--- config.mk ---
export PLATFORM = sky130hd
export DESIGN_NAME = serial_pattern_tx_flat
export DESIGN_NICKNAME = d
export VERILOG_FILES = /design/src/rtl/serial_pattern_tx_if.sv /design/src/rtl/serial_pattern_tx.sv /design/src/flat_wrapper.sv
export SDC_FILE = /design/constraint.sdc
export NUM_CORES = 1
export LEC_CHECK = 0
export ABC_CLOCK_PERIOD_IN_PS = 1600
export CAP_MARGIN = 30
export CORE_ASPECT_RATIO = 0.7
export CORE_UTILIZATION = 49
export DETAILED_ROUTE_END_ITERATION = 16
export MAX_ROUTING_LAYER = met4
export PLACE_DENSITY_LB_ADDON = 0.3
export SETUP_SLACK_MARGIN = 0.02
export SLEW_MARGIN = 5
export SYNTH_ARGS = -nofsm -noshare
export SYNTH_HDL_FRONTEND = slang
export SYNTH_SLANG_ARGS = --single-unit
--- constraint.sdc ---
create_clock -name clk -period 1.6 [get_ports clk]
set_input_delay 0.32 -clock clk [delete_from_list [all_inputs] [get_ports clk]]
set_output_delay 0.32 -clock clk [all_outputs]
set_load 0.02 [all_outputs]
--- src/rtl/serial_pattern_tx_if.sv ---
// Word handshake and serial output bundle for serial_pattern_tx.
// The master drives words in, and the slave (the transmitter) drives the serial stream out.
interface serial_pattern_tx_if #(
    parameter int WIDTH = 16
);
    logic [WIDTH-1:0] din;
    logic             load;
    logic             ready;
    logic             dout;
    logic             busy;
    logic             last;

    modport master (
        output din,
        output load,
        input  ready,
        input  dout,
        input  busy,
        input  last
    );

    modport slave (
        input  din,
        input  load,
        output ready,
        output dout,
        output busy,
        output last
    );
endinterface

--- src/rtl/serial_pattern_tx.sv ---
// LSB-first parallel-to-serial transmitter with gapless back-to-back words.
// Define SERIAL_TX_PARITY_EN to append one even-parity bit after each word's MSB.
//
// state  | meaning
// IDLE   | no word in flight; ready for a load
// SHIFT  | data bit cnt of the current word is on dout
// PARITY | even parity of the word is on dout (SERIAL_TX_PARITY_EN only)
module serial_pattern_tx #(
    parameter int WIDTH = 16
) (
    input  logic                  clk,
    input  logic                  rst,
    serial_pattern_tx_if.slave    link
);

    localparam int CW = (WIDTH > 2) ? $clog2(WIDTH) : 1;
    localparam logic [CW-1:0] CNT_LAST = CW'(WIDTH - 1);

`ifdef SERIAL_TX_PARITY_EN
    typedef enum logic [1:0] {
        IDLE   = 2'd0,
        SHIFT  = 2'd1,
        PARITY = 2'd2
    } state_t;
`else
    typedef enum logic [1:0] {
        IDLE   = 2'd0,
        SHIFT  = 2'd1
    } state_t;
`endif

    state_t           state_q, state_d;
    logic [WIDTH-1:0] sh_q, sh_d;
    logic [CW-1:0]    cnt_q, cnt_d;
`ifdef SERIAL_TX_PARITY_EN
    logic             par_q, par_d;
`endif

    always_ff @(posedge clk) begin
        if (rst) begin
            state_q <= IDLE;
            sh_q    <= '0;
            cnt_q   <= '0;
`ifdef SERIAL_TX_PARITY_EN
            par_q   <= 1'b0;
`endif
        end else begin
            state_q <= state_d;
            sh_q    <= sh_d;
            cnt_q   <= cnt_d;
`ifdef SERIAL_TX_PARITY_EN
            par_q   <= par_d;
`endif
        end
    end

    always_comb begin
        state_d    = state_q;
        sh_d       = sh_q;
        cnt_d      = cnt_q;
`ifdef SERIAL_TX_PARITY_EN
        par_d      = par_q;
`endif
        link.ready = 1'b0;
        link.dout  = 1'b0;
        link.busy  = 1'b0;
        link.last  = 1'b0;

        case (state_q)
            IDLE: begin
                link.ready = 1'b1;
                if (link.load) begin
                    sh_d    = link.din;
                    cnt_d   = '0;
`ifdef SERIAL_TX_PARITY_EN
                    par_d   = 1'b0;
`endif
                    state_d = SHIFT;
                end
            end

            SHIFT: begin
                link.dout = sh_q[0];
                link.busy = 1'b1;
                sh_d      = sh_q >> 1;
                cnt_d     = cnt_q + 1'b1;
`ifdef SERIAL_TX_PARITY_EN
                par_d     = par_q ^ sh_q[0];
                if (cnt_q == CNT_LAST) begin
                    state_d = PARITY;
                end
`else
                if (cnt_q == CNT_LAST) begin
                    link.last  = 1'b1;
                    link.ready = 1'b1;
                    // Reloading here keeps the stream gapless across words.
                    if (link.load) begin
                        sh_d    = link.din;
                        cnt_d   = '0;
                        state_d = SHIFT;
                    end else begin
                        state_d = IDLE;
                    end
                end
`endif
            end

`ifdef SERIAL_TX_PARITY_EN
            PARITY: begin
                link.dout  = par_q;
                link.busy  = 1'b1;
                link.last  = 1'b1;
                link.ready = 1'b1;
                if (link.load) begin
                    sh_d    = link.din;
                    cnt_d   = '0;
                    par_d   = 1'b0;
                    state_d = SHIFT;
                end else begin
                    state_d = IDLE;
                end
            end
`endif

            default: begin
                state_d = IDLE;
            end
        endcase
    end

endmodule

--- src/flat_wrapper.sv ---
// flat-port wrapper written by rule: the top's interface ports become plain ports
module serial_pattern_tx_flat 
#(
    parameter int WIDTH = 16
)
  (clk, rst, link_din, link_load, link_ready, link_dout, link_busy, link_last);
  serial_pattern_tx_if #(.WIDTH(WIDTH)) link_i ();
  input  logic clk;
  input  logic rst;
  input wire logic [$bits(link_i.din)-1:0] link_din;
  input wire logic [$bits(link_i.load)-1:0] link_load;
  output wire logic [$bits(link_i.ready)-1:0] link_ready;
  output wire logic [$bits(link_i.dout)-1:0] link_dout;
  output wire logic [$bits(link_i.busy)-1:0] link_busy;
  output wire logic [$bits(link_i.last)-1:0] link_last;
  assign link_i.din = link_din;
  assign link_i.load = link_load;
  assign link_ready = link_i.ready;
  assign link_dout = link_i.dout;
  assign link_busy = link_i.busy;
  assign link_last = link_i.last;
  serial_pattern_tx #(.WIDTH(WIDTH)) u_core (.clk(clk), .rst(rst), .link(link_i));
endmodule
==> results.toml <==
[critical_path]
end_kind = "output pin"
cp_cell_sequence = "ha_4 -> nand3_4 -> nor2_2 -> buf_4"
reg2reg_slack_ps = 250
cp_max_fo = 3
arrival_ps = 1180
crit_family = "flip-flops"
slowest_stage = "dfxtp_2"
crit_path_start_kind = "flop"
endpoint = "link_last"
crit_path_start = "u_core.cnt_q[0]"
required_ps = 1280
criticalPathCategory = "flop to output pin"
path_buf_inv = 1
r2r-end = "u_core.sh_q[1]"
slowest_delay_ps = 380
reg2regPathDepth = 6
critical_path_depth = 4
worstReg2RegStart = "u_core.cnt_q[0]"

[place]
numPortBuffers = 22
hpwl_um = 1790
post-place-ws_ps = -42.8
finalWeightedCongestion = 0.860
place_inst = 168

[yosys]
ys_warn_count = 0
synth_nets = 131
netlist_instances = 111
syn_area_um2 = 1080
ys_seq_area_share_pct = 39.0
postSynthAreaPerCell_um2 = 9.72
ys_ff_latch = 21
ys_types = 30

[cts]
cts_tree = "built"
clock-root-buffer = "clkbuf_4"
cts_setup_buffers = 0
cts_made_buffers = 3
clkSinkCount = 21
htreeDepth = 1
clock_latency_ps = 310
clockBufferDepth = 2
clk_pin_slew_ps = 110

[final_layout]
area_growth_pct = 34.3
final_cell_mix = "o22ai_1 (20), clkdlybuf4s50_1 (18), dfxtp_1 (18)"
fin_cells = 172
final_common_cell = "o22ai_1"
nets = 163
post-route-util_pct = 73.6
nFillCells = 140
diodes = 0
layout-drive-gt1-share_pct = 28.2

[route]
vias = 1050
vias_per_cell = 6.10
drcViolationCount = 0
antenna_left = 0
drt_iter0_drc = 46
dr.pass1.iters = 4
avgRoutedWirePerCell_um = 15.7
wl_um = 2700

[power]
leakage_nw = 0.525
powerDensity_nw_per_um2 = 815
peakVddDrop_mv = 0.547

[grt]
grt.busiest_layer = "met2"
grtUsageMet1_pct = 27.7
antenna_found_initial = 0
grt_max_degree = 31
met2_usage_pct = 39.9
grt_use_total_pct = 24.1
grt_pass1_vias = 894
overflow = 0
met3_usage_pct = 7.57
grt_pass1_wl_um = 3990

[timing]
slew_viol_final = 0
rsz0062_at_grt = "false"
slew_headroom_pct = 83.7
setup_viol = 0
setup_ws_ps = 102
period_minus_slack_ps = 1500
fin_skew_ps = 3.32
fin_crit_sh_pct = 93.6
fmax_ghz = 0.668
hold_viol_final = 0
worst_pin_slew_ps = 245

[floorplanning]
die_w_um = 58.1
die-area_um2 = 2400
rows = 13
ios = 23
die_y_um = 41.3
start_util_pct = 54.8
core_um2 = 1970

[min_path]
hold_start = "u_core.sh_q[2]"
hold_path.class = "flop to flop"

[job]
cap_violations = 0

[run_status]
status = "complete, no violations"
## sequential cells by signal (all words and copies together) (netlist names)
name / flops
u_core.sh_q: 16
u_core.cnt_q: 4
u_core.state_q: 1
## worst min path at each step
stage                              to  depth (start not counted)  slack [ps]
CTS                    u_core.sh_q[2]                          2         580
global placement       u_core.sh_q[0]                          2         540
finish                 u_core.sh_q[2]                          2         580
global route          u_core.sh_q[10]                          3         610
detailed placement     u_core.sh_q[0]                          2         560
floorplan           u_core.state_q[0]                          2         440
## stage by stage
stage | hold slack [ps] | power [mW] | setup TNS, ps | area (um2)
floorplan | 437 | 0.817 | 0 | 1080
global placement | 538 | 0.916 | 0 | 1410
detailed placement | 559 | 0.928 | -71.4 | 1410
CTS | 578 | 1.18 | 0 | 1420
global route | 609 | 1.24 | 0 | 1450
finish | 584 | 1.18 | 0 | 1450
## timing repair
item                                    CTS  global route
hold buffers                              0             0
resized for setup                        12             6
gates cloned                              0             0
pin swaps                                 0             0
endpoints found under the setup margin    4             2
## cells by family after synthesis
kind of cell,count (synthesis),synth area share [%]
AOI/OAI and AO/OA,54,40.1
adders and majority gates,1,1.16
buffers and inverters,13,7.31
DFF,21,39.0
muxes,1,0.928
and+or+nand+nor,21,11.5
## synth_stat cells
cell	number	area, um2
dfxtp_1	21	420
o22ai_1	20	125
o211ai_1	15	113
o22ai_2	10	125
buf_2	6	30.0
nor2_1	6	22.5
a21oi_1	3	15.0
buf_6	3	33.8
nand2_1	3	11.3
inv_1	2	7.51
nand3b_1	2	15.0
o21ai_0	2	10.0
a31oi_1	1	6.26
a31oi_4	1	21.3
a32oi_1	1	8.76
and2_1	1	6.26
and2_4	1	8.76
and2b_1	1	7.51
clkbuf_1	1	3.75
ha_1	1	12.5
inv_2	1	3.75
mux2i_1	1	10.0
nand3_1	1	5.00
nand3_2	1	10.0
nand4_1	1	6.26
nand4_2	1	12.5
nor2b_1	1	6.26
o22a_1	1	8.76
or2_1	1	6.26
or3_1	1	6.26
## layer usage
layer	part of all wire, %	wire length, um	vias up
met4	1.6	44	0
li1	-	-	509
met3	4.9	132	7
met2	47	1270	36
met1	46	1240	498
met5	0	0	-
## worst register-to-register path, cell delays in order (launching register included)
cell and delay, ps:
dfxtp_2 380, ha_4 160, nand3_4 90, buf_4 160
a31oi_4 190, buf_12 170, o22ai_1 100
## where the power goes
group | internal (mW) | switching (mW) | leakage [nW]
logic | 0.160 | 0.135 | 0.334
registers | 0.580 | 0.0483 | 0.176
clock network | 0.0976 | 0.161 | 0.0150
total | 0.837 | 0.344 | 0.525
## final cells by class
class / count / area (um2) / area share, %
Multi-Input combinational cell: 77 / 602 / 41.5
Inverter: 3 / 11.3 / 0.777
Timing Repair Buffer: 37 / 348 / 24.0
Tap cell: 30 / 37.5 / 2.59
Sequential cell: 21 / 424 / 29.3
Clock buffer: 4 / 26.3 / 1.81
(Power assumes the default switching activity.)
